===== src/rtl/dac_stream_ctrl.sv =====
`default_nettype none
// ============================================================================
// Module   : dac_stream_ctrl
// Brief    : Ticked, slew-limited sample sequencer for the 8-bit R-2R DAC,
//            with a 2-entry input FIFO and a click-free mute ramp to midscale.
// Revision : 1.0 - initial release
// ============================================================================
module dac_stream_ctrl #(
    parameter int DIV_W = 8
) (
    input  logic             clk,
    input  logic             rst,
    input  logic [DIV_W-1:0] div,
    input  logic             s_valid,
    input  logic [7:0]       s_data,
    output logic             s_ready,
    input  logic             mute,
    input  logic [7:0]       slew_max,
    output logic [7:0]       dac_d,
    output logic             tick_out,
    output logic             underrun,
    output logic             muted
);

    typedef enum logic [1:0] {
        S_RUN     = 2'd0,
        S_RAMP_DN = 2'd1,
        S_MUTED   = 2'd2
    } state_t;

    localparam logic [7:0]       C_MID = 8'h80;
    localparam logic [DIV_W-1:0] C_ONE = {{(DIV_W-1){1'b0}}, 1'b1};

    // Moves cur towards tgt by at most s (s==0: jump straight to tgt).
    function automatic logic [7:0] step_code(input logic [7:0] cur,
                                             input logic [7:0] tgt,
                                             input logic [7:0] s);
        logic [8:0] d;
        logic [8:0] mag;
        d   = {1'b0, tgt} - {1'b0, cur};
        mag = d[8] ? (9'd0 - d) : d;
        if ((s == 8'd0) || (mag <= {1'b0, s}))
            step_code = tgt;
        else if (d[8])
            step_code = cur - s;
        else
            step_code = cur + s;
    endfunction

    state_t           r_state;
    logic [DIV_W-1:0] r_cnt;
    logic [7:0]       r_mem [0:1];
    logic             r_wr_ptr;
    logic             r_rd_ptr;
    logic [1:0]       r_count;
    logic [7:0]       r_target;
    logic [7:0]       r_dac;
    logic             r_tick_out;
    logic             r_underrun;

    logic       w_tick;
    logic       w_push;
    logic       w_pop;
    logic [7:0] w_head;
    logic [7:0] w_ramp_slew;
    logic [7:0] w_run_step;
    logic [7:0] w_ramp_step;
    logic [7:0] w_ramp_final;

    assign w_tick       = (r_cnt == '0);
    assign s_ready      = (r_count != 2'd2);
    assign w_push       = s_valid && s_ready;
    assign w_pop        = w_tick && (r_count != 2'd0);
    assign w_head       = r_mem[r_rd_ptr];
    assign w_ramp_slew  = (slew_max == 8'd0) ? 8'd1 : slew_max;
    assign w_run_step   = step_code(r_dac, w_pop ? w_head : r_target, slew_max);
    assign w_ramp_step  = step_code(r_dac, C_MID, w_ramp_slew);
    assign w_ramp_final = w_tick ? w_ramp_step : r_dac;

    // Storage carries no reset; occupancy is tracked by r_count alone.
    always_ff @(posedge clk) begin
        if (w_push)
            r_mem[r_wr_ptr] <= s_data;
    end

    always_ff @(posedge clk or posedge rst) begin
        if (rst) begin
            r_state    <= S_MUTED;
            r_cnt      <= '0;
            r_wr_ptr   <= 1'b0;
            r_rd_ptr   <= 1'b0;
            r_count    <= 2'd0;
            r_target   <= C_MID;
            r_dac      <= C_MID;
            r_tick_out <= 1'b0;
            r_underrun <= 1'b0;
        end else begin
            r_tick_out <= w_tick;
            r_underrun <= 1'b0;
            r_cnt      <= w_tick ? div : (r_cnt - C_ONE);
            if (w_push)
                r_wr_ptr <= ~r_wr_ptr;
            if (w_pop)
                r_rd_ptr <= ~r_rd_ptr;
            r_count <= r_count + {1'b0, w_push} - {1'b0, w_pop};

            case (r_state)
                S_RUN: begin
                    if (w_tick) begin
                        r_dac <= w_run_step;
                        if (w_pop)
                            r_target <= w_head;
                        else
                            r_underrun <= 1'b1;
                    end
                    if (mute)
                        r_state <= S_RAMP_DN;
                end
                S_RAMP_DN: begin
                    r_target <= C_MID;
                    if (w_tick)
                        r_dac <= w_ramp_step;
                    if (!mute)
                        r_state <= S_RUN;
                    else if (w_ramp_final == C_MID)
                        r_state <= S_MUTED;
                end
                S_MUTED: begin
                    r_target <= C_MID;
                    r_dac    <= C_MID;
                    if (!mute)
                        r_state <= S_RUN;
                end
                default: r_state <= S_MUTED;
            endcase
        end
    end

    assign dac_d    = r_dac;
    assign tick_out = r_tick_out;
    assign underrun = r_underrun;
    assign muted    = (r_state == S_MUTED);

endmodule
`default_nettype wire


===== config.mk =====
export PLATFORM = sky130hd
export DESIGN_NAME = dac_stream_ctrl
export DESIGN_NICKNAME = d
export VERILOG_FILES = /design/src/rtl/dac_stream_ctrl.sv
export SDC_FILE = /design/constraint.sdc
export NUM_CORES = 1
export LEC_CHECK = 0
export ABC_AREA = 1
export ABC_CLOCK_PERIOD_IN_PS = 3950
export CORE_UTILIZATION = 37
export DETAILED_ROUTE_END_ITERATION = 10
export GPL_TIMING_DRIVEN = 0
export HOLD_SLACK_MARGIN = 0.12
export PLACE_DENSITY = 0.69
export SYNTH_ARGS = -nofsm -noshare
export SYNTH_HDL_FRONTEND = slang
export SYNTH_SLANG_ARGS = --single-unit
export TNS_END_PERCENT = 20

===== constraint.sdc =====
create_clock -name clk -period 3.95 [get_ports clk]
set_input_delay 0.5925 -clock clk [delete_from_list [all_inputs] [get_ports clk]]
set_output_delay 0.5925 -clock clk [all_outputs]
set_load 0.005 [all_outputs]

Yosys cells after proc, flatten, opt, wreduce, memory -nomap -nowiden
Memory sizes are Yosys's and may differ from the RTL's.
Cells that the tools add are included.
Word-level totals
  flip-flop bits (word level): 32
  RAM bits: 16
  input port bits: 28
  logic and storage cells: 72
  memories kept: 1
Cells by class
  add/subtract/negate cells: 11
  $lt $le $gt $ge: 2
  equal/unequal tests: 8
  muxes and demuxes: 24
  bitwise operators: 2
  reductions and logical operators: 15
Memory list
  r_mem: words 2, width 8, rd ports 1, clocked after Yosys merged registers in 0, write ports 1, line 52  | logic [7:0] r_mem [0:1];
Operators by type and width (count)
  $mux 8: 10
  $logic_not 8->1: 3
  $pmux 8 s3: 1
  $le 9x8->1: 2
  $mux 9: 2
  $sub 1x9->9 const A: 2
  $add 8x8->8: 2
  $pmux 8 s2: 1
  $sub 8x8->8: 2
  $sub 8x8->9: 1
  $sub 8x8->9 const A: 1
  $eq 8x8->1 const B: 1
  $mux 2: 4
  $ne 2x2->1 const B: 4
  $sub 8x1->8 const B: 1
  $pmux 2 s3: 1
  $mux 1: 5
  $reduce_and 2->1: 2
  $reduce_bool 2->1: 2
  $ne 3x3->1 const B: 1
  $reduce_and 3->1: 1
  $reduce_bool 3->1: 1
  $add 2x1->2: 1
  $eq 2x1->1 const B: 1
  7 further kinds: 10

Longest topological paths before layout
  depth after elaboration: 11
  gate-level depth with buffers: 34
  gate-level depth less buffers: 32

Worst setup path after synthesis
OpenSTA, ideal clock, no wires.
  path type: reg-to-reg
  from: reg r_cnt[0]
  to: reg r_dac[0], in the netlist dac_d[0]
  arrival time: 3.799 ns
  data required time: 3.815 ns
  setup slack: 0.016 ns
  cell stages (with the launch flop): 35
  path through: dfrtp_1 -> inv_1 -> ha_1 -> nand2_1 -> nor2_2 -> buf_6 -> nand2_4 -> clkinv_4 -> buf_6 -> o21ai_0 -> o21ai_0 -> ha_1 -> fa_1 -> inv_1 -> nand3_1 -> nand2_2 -> a21oi_2 -> clkbuf_1 -> nand2_1 -> xor2_1 -> ha_1 -> nand2_1 -> inv_1 -> o21ai_0 -> nand3_1 -> nand2_1 -> nand2_1 -> nand2_1 -> nand2_1 -> nand2_1 -> nand2_4 -> nand2_4 -> nand2_1 -> nand3_1 -> o211ai_1
On the way
  longest elaborated chain between the ends: 11
  elaborated cells on any way between the ends: 15
  classes of those cells: add/sub: 2; order compare: 1; eq/ne: 1; mux: 7; reduce/logical: 4
RTL lines
  start: declaration: line 51  | logic [DIV_W-1:0] r_cnt;
  start signal: assignment: line 100  | r_cnt <= w_tick ? div : (r_cnt - C_ONE);
  $logic_not 8->1 *: line 70  | assign w_tick = (r_cnt == '0);
  via w_tick: line 61  | logic w_tick;
  $logic_and 1x1->1: line 73  | assign w_pop = w_tick && (r_count != 2'd0);
  $mux 8
  $sub 8x8->9: line 40  | d = {1'b0, tgt} - {1'b0, cur};
  $sub 1x9->9: line 41  | mag = d[8] ? (9'd0 - d) : d;
  $mux 9: line 41
  $le 9x8->1: line 42  | if ((s == 8'd0) || (mag <= {1'b0, s}))
  $logic_or 1x1->1: line 42
  $mux 8: line 42
  $mux 8: line 109  | if (w_tick) begin
  $pmux 8 s3: line 107  | case (r_state)
  end signal: assignment: line 110  | r_dac <= w_run_step;
  end signal: assignment: line 122  | r_dac <= w_ramp_step;
  end: declaration: line 57  | logic [7:0] r_dac;
Mark *: on every way through the listed nets, which the timed path passes. The rest lies on a longest branch. The select of a mux whose other input is x is not followed.
A chain may end at the register's enable or synchronous reset.

Worst setup path in the final report
  from: reg r_cnt[6]
  to: reg r_dac[7], in the netlist dac_d[7]
The elaborated chain is that of the path after synthesis.

==> impl_metrics.yaml <==
outcome:
  status: "finished with violations"
  violations: "negative setup slack"
routing:
  via_per_inst: 4.871
  drt_iter0_drc: 229
  vias: 4476
  drc: 0
  wl_um: 12340
  drtAntennaViolNets: 0
  wire_per_inst_um: 13.43
  drtPass1Iterations: 5
placement:
  gp_congestion: 0.8568
  hpwl_um: 8677
  dpl-instance-area_um2: 5250
  io_buffers: 39
floorplanning:
  initial_core_util_pct: 38.39
  rows: 40
  dieArea_um2: 13020
  core_um2: 12110
  ios: 40
  dieHeight_um: 114.1
  die_w_um: 114.1
sta:
  relSlewSlack_pct: 50.47
  setup_ws_ns: -0.1412
  skew_ns: 0.004694
  hold_violations: 0
  tightest_slew_ns: 0.7402
  maxSlewViolCount: 0
  rsz0062_at_grt: "yes"
  setup_viol: 8
  whs_ns: 0.5034
  fmax_ghz: 0.2444
  period_needed_ns: 4.091
  fin_setup_tns_ns: -0.9268
  fin_crit_sh_pct: 103.6
yosys:
  yosysWarnings: 0
  synth_area_um2: 4649
  synth.avg_cell_area_um2: 7.088
  syn_nets: 736
  synth_edf_count: 16
  async_flop_share_pct: 66.67
  ys.flop_type: "dfrtp_1"
  syn_inst: 656
  ys_seq_area_share_pct: 27.64
  ys_types: 41
  synth-seq-cells: 48
setup_path:
  required_ns: 4.17
  path_common_cell: "nand2_1"
  worstPathMaxFanout: 6
  max_stage_delay_ns: 0.41
  worstSetupPathType: "register to register"
  crit_arrival_ns: 4.31
  slowest_stage: "dfrtp_1"
  cp-start-kind: "register"
  crit_path_end_kind: "register"
grt:
  antenna_found_initial: 0
  grt_pass1_wl_um: 19610
  grt_max_degree: 33
  grt_pass1_vias: 4107
  track_usage_pct: 19.04
  grt_overflow_total: 0
cells_and_area:
  syn_to_final_growth_pct: 34.88
  diodes: 0
  fillCellCount: 1201
  layout.nets: 830
  drive_gt1_share_pct: 23.17
  fin_area_um2: 6271
  final_cell_mix: "142 x nand2_1, 84 x inv_1, 65 x nor2_1"
  final_common_cell: "nand2_1"
hold_path:
  holdCritPathClass: "register to register"
clock_tree:
  insertion_delay_ns: 0.29
  clk_pin_slew_ns: 0.07
  clock-root-buffer: "clkbuf_16"
  holdBufCountCts: 0
  cts_max_path_buffers: 2
  cts_tree: "built"
  clkSinkCount: 48
  htree_num_levels: 2
  numCtsBuffers: 5
run:
  max_cap_viol_count: 0
==> metrics by stage <==
step	setup slack [ns]	instances	utilization [%]
CTS	-0.08112	903	49.25
detailed placement	-0.8419	863	43.35
global placement	-0.8179	863	43.35
floorplan	0.01605	656	-
global route	-0.4565	919	51.78
finish	-0.1412	919	51.78
==> sequential cells by signal, indices dropped and copies added, names as in the netlist <==
signal    cells
r_wr_ptr      1
r_state       2
r_mem        16
tick_out      1
r_rd_ptr      1
r_target      8
underrun      1
dac_d         8
r_count       2
r_cnt         8
==> worst max-delay path: cells and delay by family, from the launching register on <==
kind | cells | cell delay [ns]
xor+xnor | 2 | 0.25
flops | 1 | 0.41
compound gates | 2 | 0.23
fa+ha+maj | 3 | 0.84
buf+inv | 6 | 0.59
simple gates | 19 | 1.68
==> layout make-up <==
class,instances,area [um2],area share (%)
clock buffers,5,125.1,1.995
multi-input cells,498,3344,53.33
repair buffers,85,790.8,12.61
well taps,168,210.2,3.352
clock inverters,3,46.29,0.7382
flip-flops and latches,48,1286,20.51
inverters,104,399.1,6.365
plain buffers,8,68.82,1.097
==> logic make-up (layout without fill, tap and decap cells) <==
family                     after synthesis  count (layout)  synth area share [%]
and+or+nand+nor                        317             319                 29.60
buffers and inverters                  112             205                 9.580
AOI/OAI and AO/OA                       87              87                 10.84
adders and majority gates               52              52                 14.48
DFF                                     48              48                 27.64
xor gates and xnor gates                40              40                 7.858
==> metal layers <==
layer | part of all wire [%] | GRT usage, % | vias to the layer above
met2 | 48 | 31.68 | 132
met5 | 0 | 0 | -
met3 | 5.5 | 3.017 | 15
met1 | 45 | 25.76 | 2034
li1 | - | - | 2295
met4 | 1.3 | 4.935 | 0
==> path summary, 6_finish.rpt <==
check / start / endpoint / slack (ns) / depth (start not counted)
max: r_cnt[6] / dac_d[7] / -0.14 / 32
min in group asynchronous: rst / r_cnt[2] / 0.52 / 2
max reg2reg: r_cnt[6] / dac_d[7] / -0.14 / 32
min reg2reg: r_target[2] / r_target[2] / 0.50 / 2
max in group asynchronous: rst / r_state[1] / 2.95 / 3
min: r_target[2] / r_target[2] / 0.50 / 2
==> cell usage after synthesis (all sizes together), types with 2 or more instances <==
master | n | area (um2)
ha | 49 | 613.1
o211ai | 2 | 15.01
o21bai | 2 | 15.01
buf | 4 | 35.03
clkinv | 2 | 12.51
o21ai | 28 | 140.1
xnor2 | 14 | 137.6
clkbuf | 4 | 15.01
o41ai | 2 | 17.52
inv | 102 | 382.9
dfstp | 3 | 78.83
or2 | 5 | 31.28
nand3 | 47 | 240.2
nor3 | 6 | 30.03
xor2 | 26 | 227.7
a21o | 2 | 15.01
a21oi | 40 | 222.7
nand4 | 8 | 50.05
nor2 | 82 | 325.3
nand3b | 6 | 45.04
dfrtp | 29 | 725.7
a31oi | 4 | 25.02
edfxtp | 16 | 480.5
fa | 3 | 60.06
nand2 | 162 | 648.1
o21a | 5 | 37.54
==> repair_timing <==
action,in CTS,in global routing
cloned,4,0
setup endpoints to repair,10,10
setup buffers,28,15
resized for setup,73,45
pin swaps,25,46
Power is left out: the tool's default activity adds up to more than one toggle a clock period on the data nets, which glitch-free logic cannot reach.
